$ cat src/rtl/ripple_pixel_shader_pkg.sv
// Shared definitions for the ripple pixel shader: ripple state encoding,
// ring level width and the row/col width used by the areaconfig stage.
// No ports.
package ripple_pixel_shader_pkg;

    localparam int LVL_W    = 8;
    localparam int ROWCOL_W = 7;

    localparam logic [2:0] ST_IDLE  = 3'd0;
    localparam logic [2:0] ST_RING1 = 3'd1;
    localparam logic [2:0] ST_RING2 = 3'd2;
    localparam logic [2:0] ST_RING3 = 3'd3;
    localparam logic [2:0] ST_DECAY = 3'd4;

    typedef enum logic [2:0] {
        IDLE  = ST_IDLE,
        RING1 = ST_RING1,
        RING2 = ST_RING2,
        RING3 = ST_RING3,
        DECAY = ST_DECAY
    } state_t;

endpackage

$ cat src/rtl/ripple_color_scale.sv
// Scales one 8-bit colour channel by a ring level: (level * coef) >> 8,
// truncated, no rounding.
// Ports:
//   i_level   ring level selected for the pixel
//   i_coef    base colour channel
//   o_scaled  scaled channel value
module ripple_color_scale
    import ripple_pixel_shader_pkg::*;
(
    input  logic [LVL_W-1:0] i_level,
    input  logic [7:0]       i_coef,
    output logic [7:0]       o_scaled
);

    logic [15:0] w_prod;

    assign w_prod   = 16'(i_level) * 16'(i_coef);
    assign o_scaled = 8'(w_prod >> 8);

endmodule

$ cat src/rtl/ripple_pixel_shader.sv
// Ripple pixel shader: turns per-pixel ring flags into animated RGB.
// A touch trigger plays centre -> inner ring -> outer ring ignition, then all
// rings halve in brightness each animation step until dark.
// Optional build macro RIPPLE_RETRIGGER_EN: a trigger while busy restarts the
// ripple on the next frame_start instead of queueing one replay.
// Ports:
//   clk, rst_n                  clock, async active-low reset
//   i_frame_start               pulse before the first pixel of a frame
//   i_trigger                   touch pulse
//   i_pix_valid, i_judge1..3    pixel strobe and centre/inner/outer flags
//   o_rgb_valid, o_rgb_r/g/b    pixel colour, 2 cycles after i_pix_valid
//   o_busy                      animation running
//
// state | meaning
// IDLE  | dark, waiting for a trigger
// RING1 | centre lit
// RING2 | inner ring ignited, centre fading
// RING3 | outer ring ignited, others fading
// DECAY | all rings fading until every level is zero
module ripple_pixel_shader
    import ripple_pixel_shader_pkg::*;
#(
    parameter int          FRAMES_PER_STEP = 4,
    parameter logic [23:0] COLOR           = 24'hFF8000,
    parameter logic [7:0]  LVL_MAX         = 8'd255
) (
    input  logic       clk,
    input  logic       rst_n,
    input  logic       i_frame_start,
    input  logic       i_trigger,
    input  logic       i_pix_valid,
    input  logic       i_judge1,
    input  logic       i_judge2,
    input  logic       i_judge3,
    output logic       o_rgb_valid,
    output logic [7:0] o_rgb_r,
    output logic [7:0] o_rgb_g,
    output logic [7:0] o_rgb_b,
    output logic       o_busy
);

    localparam int CNT_W = (FRAMES_PER_STEP > 1) ? $clog2(FRAMES_PER_STEP) : 1;
    localparam logic [CNT_W-1:0] CNT_LAST = CNT_W'(FRAMES_PER_STEP - 1);

    state_t           r_state;
    logic [LVL_W-1:0] r_lvl1, r_lvl2, r_lvl3;
    logic [CNT_W-1:0] r_frame_cnt;
    logic             r_pend;
    logic             r_busy;

    logic             w_step;
    logic             w_req;
    logic             w_all_zero;

    assign w_step     = i_frame_start && (r_frame_cnt == CNT_LAST);
    // A trigger landing on the same cycle as frame_start counts for it.
    assign w_req      = r_pend || i_trigger;
    assign w_all_zero = ((r_lvl1 >> 1) == '0) && ((r_lvl2 >> 1) == '0) && ((r_lvl3 >> 1) == '0);

    always_ff @(posedge clk or negedge rst_n) begin
        if (!rst_n) begin
            r_state     <= IDLE;
            r_lvl1      <= '0;
            r_lvl2      <= '0;
            r_lvl3      <= '0;
            r_frame_cnt <= '0;
            r_pend      <= 1'b0;
            r_busy      <= 1'b0;
        end else begin
            case (r_state)
                IDLE: begin
                    r_frame_cnt <= '0;
                    if (i_frame_start && w_req) begin
                        r_state <= RING1;
                        r_busy  <= 1'b1;
                        r_lvl1  <= LVL_MAX;
                        r_lvl2  <= '0;
                        r_lvl3  <= '0;
                        r_pend  <= 1'b0;
                    end else if (i_trigger) begin
                        r_pend <= 1'b1;
                    end
                end
                default: begin
                    if (i_trigger) begin
                        r_pend <= 1'b1;
                    end
`ifdef RIPPLE_RETRIGGER_EN
                    if (i_frame_start && w_req) begin
                        r_state     <= RING1;
                        r_lvl1      <= LVL_MAX;
                        r_lvl2      <= '0;
                        r_lvl3      <= '0;
                        r_frame_cnt <= '0;
                        r_pend      <= 1'b0;
                    end else
`endif
                    if (w_step) begin
                        r_frame_cnt <= '0;
                        case (r_state)
                            RING1: begin
                                r_state <= RING2;
                                r_lvl1  <= r_lvl1 >> 1;
                                r_lvl2  <= LVL_MAX;
                            end
                            RING2: begin
                                r_state <= RING3;
                                r_lvl1  <= r_lvl1 >> 1;
                                r_lvl2  <= r_lvl2 >> 1;
                                r_lvl3  <= LVL_MAX;
                            end
                            default: begin
                                r_lvl1 <= r_lvl1 >> 1;
                                r_lvl2 <= r_lvl2 >> 1;
                                r_lvl3 <= r_lvl3 >> 1;
                                if (w_all_zero) begin
                                    r_state <= IDLE;
                                    r_busy  <= 1'b0;
                                end else begin
                                    r_state <= DECAY;
                                end
                            end
                        endcase
                    end else if (i_frame_start) begin
                        r_frame_cnt <= r_frame_cnt + 1'b1;
                    end
                end
            endcase
        end
    end

    // S1: ring select, centre has priority over inner over outer.
    logic [LVL_W-1:0] w_sel;
    logic [LVL_W-1:0] r_sel;
    logic             r_vld1;

    always_comb begin
        w_sel = '0;
        if (i_pix_valid) begin
            if (i_judge1)      w_sel = r_lvl1;
            else if (i_judge2) w_sel = r_lvl2;
            else if (i_judge3) w_sel = r_lvl3;
        end
    end

    always_ff @(posedge clk or negedge rst_n) begin
        if (!rst_n) begin
            r_sel  <= '0;
            r_vld1 <= 1'b0;
        end else begin
            r_sel  <= w_sel;
            r_vld1 <= i_pix_valid;
        end
    end

    // S2: colour scaling.
    logic [7:0] w_r, w_g, w_b;
    logic [7:0] r_rgb_r, r_rgb_g, r_rgb_b;
    logic       r_rgb_valid;

    ripple_color_scale u_scale_r (.i_level(r_sel), .i_coef(COLOR[23:16]), .o_scaled(w_r));
    ripple_color_scale u_scale_g (.i_level(r_sel), .i_coef(COLOR[15:8]),  .o_scaled(w_g));
    ripple_color_scale u_scale_b (.i_level(r_sel), .i_coef(COLOR[7:0]),   .o_scaled(w_b));

    always_ff @(posedge clk or negedge rst_n) begin
        if (!rst_n) begin
            r_rgb_valid <= 1'b0;
            r_rgb_r     <= '0;
            r_rgb_g     <= '0;
            r_rgb_b     <= '0;
        end else begin
            r_rgb_valid <= r_vld1;
            r_rgb_r     <= r_vld1 ? w_r : 8'd0;
            r_rgb_g     <= r_vld1 ? w_g : 8'd0;
            r_rgb_b     <= r_vld1 ? w_b : 8'd0;
        end
    end

    assign o_rgb_valid = r_rgb_valid;
    assign o_rgb_r     = r_rgb_r;
    assign o_rgb_g     = r_rgb_g;
    assign o_rgb_b     = r_rgb_b;
    assign o_busy      = r_busy;

endmodule

$ cat config.mk
export PLATFORM = sky130hd
export DESIGN_NAME = ripple_pixel_shader
export DESIGN_NICKNAME = d
export VERILOG_FILES = /design/src/rtl/ripple_pixel_shader_pkg.sv /design/src/rtl/ripple_color_scale.sv /design/src/rtl/ripple_pixel_shader.sv
export SDC_FILE = /design/constraint.sdc
export NUM_CORES = 1
export LEC_CHECK = 0
export CORE_UTILIZATION = 42
export CTS_CLUSTER_DIAMETER = 120
export DETAILED_ROUTE_END_ITERATION = 8
export SLEW_MARGIN = 0
export SYNTH_ARGS = -nofsm -noshare
export SYNTH_HDL_FRONTEND = slang
export SYNTH_SLANG_ARGS = --single-unit
$ cat constraint.sdc
create_clock -name clk -period 6.9 [get_ports clk]
set_input_delay 1.38 -clock clk [delete_from_list [all_inputs] [get_ports clk]]
set_output_delay 1.38 -clock clk [all_outputs]
set_load 0.03 [all_outputs]
==> reports/metrics.csv, run 1 <==
stage;metric;value;unit
status;status;finished, final reports clean;
clock_tree;CTS Buf Count;5;
drt;routed len/inst;13.6;µm
synth;Post-Syn Area;0.00400;mm²
clock_tree;clk slew on worst S/H paths;0.10;ns
synth;Post-synth ARST share;1.00;
synth;register area share after synthesis;0.350;
synth;top-area cell type share of the netlist area;0.350;
global_routing;GR Util All Layers;0.162;
run;max cap viols;0;
clock_tree;CTS H-Tree Depth;2;
synth;synth unique cells;54;
timing;Final Cycle Share;0.638;
drt;vias;2798;
worst_setup_path;WP data required;7.11;ns
cells_and_area;fillcell total;863;
worst_hold_path;hold worst-path end;r_lvl1[0];
timing;worst slew pin tran;0.708;ns
worst_setup_path;flop2flop setup slack;2.50;ns
cells_and_area;fraction of layout cells with a size suffix above 1;0.0610;
drt;DR vias/cell;5.04;
clock_tree;Post-CTS Setup Inserts;0;
synth;Seq cells post-synth;56;
global_routing;initial antenna violation count;0;
floorplanning;core box area;0.00924;mm²
power;worst vdd ir;0.189;mV
cells_and_area;final net count;497;
floorplanning;Die X;99.6;µm
floorplanning;row count;35;
timing;unrepaired setup endpoints after global routing;no;
floorplanning;chip height;99.6;µm
clock_tree;clk_lat worst skew;0.32;ns
clock_tree;hold-fix buffers at CTS;0;
floorplanning;IO Pins;34;
timing;Final Max Slew Viols;0;
cells_and_area;Syn-to-layout area delta;9.44;%
worst_hold_path;hold path cells;2;
timing;fmax;227;MHz
timing;setup_tns;0;ns
placement;Post-DP HPWL;5930;µm
cells_and_area;commonest non-fill, non-tap cell in the layout;inv_1;
worst_setup_path;CP arrival;4.61;ns
placement;port bufs;24;
placement;dpl cells;547;
synth;Warnings, synthesis;0;
worst_setup_path;r2r worst-path depth;14;
timing;clk_skew;0.0135;ns
placement;routability cong.;0.796;
drt;Antenna Nets Post-Route;0;
worst_setup_path;critical register-to-register path startpoint;r_sel[5];
clock_tree;TritonCTS clock tree;yes;
clock_tree;clock sink count;56;
cells_and_area;post-layout util;0.474;
timing;Fin. Hold Viols;0;
worst_hold_path;hold path startpoint;r_lvl1[0];
floorplanning;Starting Density;0.433;
worst_setup_path;CP Launch Type;register;
global_routing;largest net degree at the start of global routing;57;
synth;leading post-synthesis cells by cell area;dfrtp_1, fa_1, ha_1, inv_1, nand2_1;
drt;first drt pass iteration count;4;
worst_setup_path;CP Class;reg -> reg;
placement;placed instance area;0.00429;mm²
synth;Synth area leader;dfrtp_1;
global_routing;first-pass GRT wire length;12500;µm
global_routing;Overflow after GRT;0;
clock_tree;CTS root buffer;clkbuf_8;
synth;Avg Synthesized Cell Area;9.78;µm²
worst_hold_path;class of the worst hold path;reg -> reg;
drt;final WL;7520;µm
cells_and_area;finished layout cell area;0.00438;mm²
power;leakage power;2.24;nW
timing;min Tclk post-route;4.40;ns
floorplanning;die area;0.00992;mm²
cells_and_area;final non-filler cell total;555;
global_routing;vias in the first global route;2575;
clock_tree;Post-CTS Resized;0;
timing;Final setup viols;0;
cells_and_area;commonest non-fill, non-tap cells in the layout;inv_1, dfrtp_1, nand2_1;
worst_setup_path;Max Fanout on Critical Path;8;
worst_setup_path;reg2reg end;o_rgb_r[4];
power;Pwr per Cell Area;496;mW/mm²
synth;number of flops mapped to enable cells by yosys;0;
cells_and_area;n_diodes;0;
drt;DRT iter0 DRCs;83;
drt;# DRC;0;
power;total power;2.17;mW
clock_tree;Clock Path Buffers;2;
synth;Synth Instances;409;
synth;Primary FF master, synth;dfrtp_1;
worst_setup_path;Worst Setup End Kind;register;
timing;Slew HR;0.528;
[layer usage]
metal	routed length [µm]	part of all wire	global-route usage
met2	3700	0.49	0.271
met3	262	0.035	0.0197
met5	0	0	0
met4	118	0.016	0.0532
met1	3440	0.46	0.218
[worst max path at each step]
stage,from,endpoint,cells past startpoint
global route,r_sel[5],o_rgb_r[4],14
floorplan,r_sel[5],o_rgb_r[4],15
global placement,r_sel[5],o_rgb_r[4],14
detailed placement,r_sel[5],o_rgb_r[4],14
CTS,r_sel[5],o_rgb_r[4],14
finish,r_sel[5],o_rgb_r[4],14
[synthesized netlist by cell type, types with 2 or more instances]
cell type,number
a211oi_1,2
a21o_1,4
a21oi_1,20
a22oi_1,7
a31oi_1,2
and2_1,18
and3_1,3
buf_2,3
buf_4,9
buf_6,2
clkbuf_1,8
clkbuf_2,3
dfrtp_1,56
fa_1,28
ha_1,36
inv_1,59
mux2i_1,4
nand2_1,40
nand2_2,2
nand2b_1,2
nand3_1,2
nand4_1,3
nor2_1,19
nor3_1,3
nor4_1,3
o21a_1,3
o21ai_0,27
o221a_2,7
or3_1,4
xnor2_1,3
xor2_1,4
[cells by family (layout without fill, tap and decap cells)]
| logic type | count (synthesis) | count (layout) | share of synthesized area |
|---|---|---|---|
| xor gates and xnor gates | 7 | 7 | 0.0153 |
| and+or+nand+nor | 108 | 108 | 0.139 |
| AOI/OAI and AO/OA | 85 | 85 | 0.139 |
| adders and majority gates | 64 | 64 | 0.253 |
| DFF | 56 | 56 | 0.350 |
| other | 1 | 9 | 0.000937 |
| buffers and inverters | 84 | 93 | 0.0929 |
| muxes | 4 | 4 | 0.0100 |
[layout make-up]
| type | count | area, µm² | share of cell area |
|---|---|---|---|
| sequential | 56 | 1400 | 0.320 |
| inverter | 59 | 221 | 0.0506 |
| multi-input combinational | 277 | 2260 | 0.516 |
| tap | 129 | 161 | 0.0369 |
| timing repair buffer | 26 | 250 | 0.0571 |
| clock inverter | 2 | 13.8 | 0.00314 |
| clock buffer | 6 | 72.6 | 0.0166 |
[through the flow]
step	hold WS, ns	worst slack [ns]
2_1_floorplan	0.438	2.64
3_3_place_gp	0.489	2.59
3_5_place_dp	0.484	2.51
4_1_cts	0.507	2.50
5_1_grt	0.527	2.31
6_report	0.494	2.50
[report_power, final]
| part | switching, mW | leakage (nW) | internal [mW] | total, mW |
|---|---|---|---|---|
| Sequential | 0.108 | 0.718 | 0.438 | 0.546 |
| Combinational | 0.845 | 1.48 | 0.597 | 1.44 |
| Clock | 0.110 | 0.0456 | 0.0728 | 0.183 |
| Total | 1.06 | 2.24 | 1.11 | 2.17 |
[worst max-delay path, cell delays in order (launching register included)]
cell	delay (ns)
dfrtp_1	0.44
inv_1	0.17
fa_1	0.55
inv_1	0.06
fa_1	0.53
inv_1	0.05
fa_1	0.48
fa_1	0.54
inv_1	0.04
ha_1	0.39
a21oi_1	0.26
inv_1	0.09
a31o_2	0.25
or3_1	0.29
and3_1	0.16
[state kept, by name, indices dropped and copies added, names as in the netlist, 2 cells and up]
name / flops
o_rgb_g: 7
o_rgb_r: 8
r_frame_cnt: 2
r_lvl1: 8
r_lvl2: 8
r_lvl3: 8
r_sel: 8
r_state: 3
No activity file was read; power rests on OpenSTA's default activity.
==> run 2, diff against run 1 <==
Clock period 6.9 ns to 4.2 ns, I/O delays scaled along.
==> reports/metrics.csv, run 2 (synthesized netlist as in run 1, its figures left out) <==
stage;metric;value;unit;change
status;status;finished, final reports clean;;unchanged
global_routing;largest net degree at the start of global routing;32;;was 57
placement;port bufs;24;;unchanged
floorplanning;core box area;0.00924;mm²;unchanged
global_routing;vias in the first global route;2905;;was 2,575
placement;routability cong.;0.806;;was 0.796
cells_and_area;fraction of layout cells with a size suffix above 1;0.140;;was 0.0610
cells_and_area;fillcell total;862;;was 863
placement;Post-DP HPWL;6520;µm;was 5930 µm
worst_setup_path;WP data required;4.40;ns;was 7.11 ns
timing;Final setup viols;0;;unchanged
worst_setup_path;Worst Path Buf+Inv;3;;was 5
cells_and_area;commonest non-fill, non-tap cells in the layout;inv_1, dfrtp_1, nand2_1;;unchanged
worst_setup_path;CP arrival;4.24;ns;was 4.61 ns
floorplanning;chip height;99.6;µm;unchanged
floorplanning;Die X;99.6;µm;unchanged
global_routing;GR Util All Layers;0.177;;was 0.162
worst_setup_path;CP max stage delay;0.56;ns;was 0.55 ns
timing;Slew HR;0.531;;was 0.528
timing;Final Cycle Share;0.963;;was 0.638
worst_setup_path;family with the most delay on the worst path;adder cells;;unchanged
drt;vias;2833;;was 2,798
global_routing;first-pass GRT wire length;13800;µm;was 12,500 µm
clock_tree;CTS root buffer;clkbuf_8;;unchanged
cells_and_area;Syn-to-layout area delta;14.9;%;was 9.44%
timing;hold slack;0.504;ns;was 0.494 ns
drt;Antenna Nets Post-Route;0;;unchanged
drt;routed len/inst;14.3;µm;was 13.6 µm
run;max cap viols;0;;unchanged
cells_and_area;commonest non-fill, non-tap cell in the layout;inv_1;;unchanged
clock_tree;clk slew on worst S/H paths;0.11;ns;was 0.10 ns
worst_setup_path;Most common cell on crit path;fa_1;;was inv_1
worst_setup_path;CP Launch Type;register;;unchanged
floorplanning;die area;0.00992;mm²;unchanged
floorplanning;IO Pins;34;;unchanged
worst_setup_path;Worst Setup End Kind;register;;unchanged
cells_and_area;n_diodes;0;;unchanged
timing;fmax;247;MHz;was 227 MHz
worst_setup_path;crit path max-delay cell type;fa_1;;unchanged
timing;Final Max Slew Viols;0;;unchanged
clock_tree;CTS H-Tree Depth;2;;unchanged
clock_tree;clock sink count;56;;unchanged
global_routing;Overflow after GRT;0;;unchanged
global_routing;initial antenna violation count;0;;unchanged
cells_and_area;final net count;515;;was 497
drt;# DRC;0;;unchanged
timing;clk_skew;0.00588;ns;was 0.0135 ns
drt;final WL;8170;µm;was 7520 µm
timing;min Tclk post-route;4.04;ns;was 4.40 ns
drt;DRT iter0 DRCs;70;;was 83
worst_hold_path;class of the worst hold path;reg -> reg;;unchanged
worst_setup_path;Max Fanout on Critical Path;4;;was 8
clock_tree;CTS Buf Count;5;;unchanged
timing;Fin. Hold Viols;0;;unchanged
clock_tree;Clock Path Buffers;2;;unchanged
clock_tree;clk_lat worst skew;0.31;ns;was 0.32 ns
worst_setup_path;crit path cell chain;fa_1, fa_1, fa_1, inv_2, fa_1, inv_1, ha_4, buf_4, o21a_1, o211ai_1, a21oi_2, a2bb2oi_2, mux2i_1;;was inv_1, fa_1, inv_1, fa_1, inv_1, fa_1, fa_1, inv_1, ha_1, a21oi_1, inv_1, a31o_2, or3_1, and3_1
clock_tree;TritonCTS clock tree;yes;;unchanged
worst_setup_path;CP Class;reg -> reg;;unchanged
floorplanning;row count;35;;unchanged
drt;DR vias/cell;4.94;;was 5.04
timing;worst slew pin tran;0.704;ns;was 0.708 ns
floorplanning;Starting Density;0.433;;unchanged
clock_tree;hold-fix buffers at CTS;0;;unchanged
drt;first drt pass iteration count;4;;unchanged
run 2: cell types whose count changed in the layout (fill, tap and decap cells not counted), moves of 3 or more:
cell	before	now
a21oi_1	20	17
a21oi_2	1	4
buf_4	2	19
dfrtp_1	56	53
dfrtp_2	0	3
ha_1	36	33
ha_4	0	3
inv_1	59	54
inv_2	0	5
run 2: final cells by class:
cell class / count / area [µm²] / area share
multi-input combinational: 277 / 2320 / 0.505
sequential: 56 / 1410 / 0.305
timing repair buffer: 44 / 389 / 0.0846
inverter: 59 / 221 / 0.0482
tap: 129 / 161 / 0.0351
clock buffer: 6 / 82.6 / 0.0180
clock inverter: 2 / 18.8 / 0.00408
run 2: worst paths after layout:
check,cells after the start,startpoint,slack (ns),to
setup / recovery,13,r_sel[5],0.16,o_rgb_r[6]
hold / removal,2,r_lvl1[0],0.50,r_lvl1[0]
setup reg to reg,13,r_sel[5],0.16,o_rgb_r[6]
hold reg to reg,2,r_lvl1[0],0.50,r_lvl1[0]
max in group asynchronous,2,rst_n,2.81,r_sel[2]
min in group asynchronous,1,rst_n,0.56,r_state[0]
run 2: worst min-delay path, cell delays in order, from the launching register on:
cell	delay (ns)
dfrtp_1	0.38
nand2_1	0.05
nand2_1	0.05
run 2: through the flow:
step | util | instances | instance area [µm²] | setup WS [ns] | TNS, ns
after global routing | 0.498 | 573 | 4600 | -0.0269 | -0.0269
after global placement | 0.478 | 564 | 4420 | 0.0244 | 0
after floorplan | - | 417 | 4030 | 0.0288 | 0
after CTS | 0.490 | 572 | 4530 | 0.00277 | 0
final | 0.498 | 573 | 4600 | 0.157 | 0
after detailed placement | 0.478 | 564 | 4420 | -0.0560 | -0.0782
run 2: repair_timing:
action,in CTS,in global routing
pin swaps,0,10
endpoints found under the setup margin,2,6
setup buffers,0,1
gates resized for setup,2,15
run 2: per-layer routing:
metal	part of all wire	wire (µm)	global-route usage
met1	0.45	3710	0.227
met2	0.52	4250	0.318
met3	0.015	125	0.0232
met4	0.011	87	0.0430
met5	0	0	0
Power of run 2 is not shown: default switching activity piles up to over one toggle a cycle in this logic, so the estimate is an artifact.
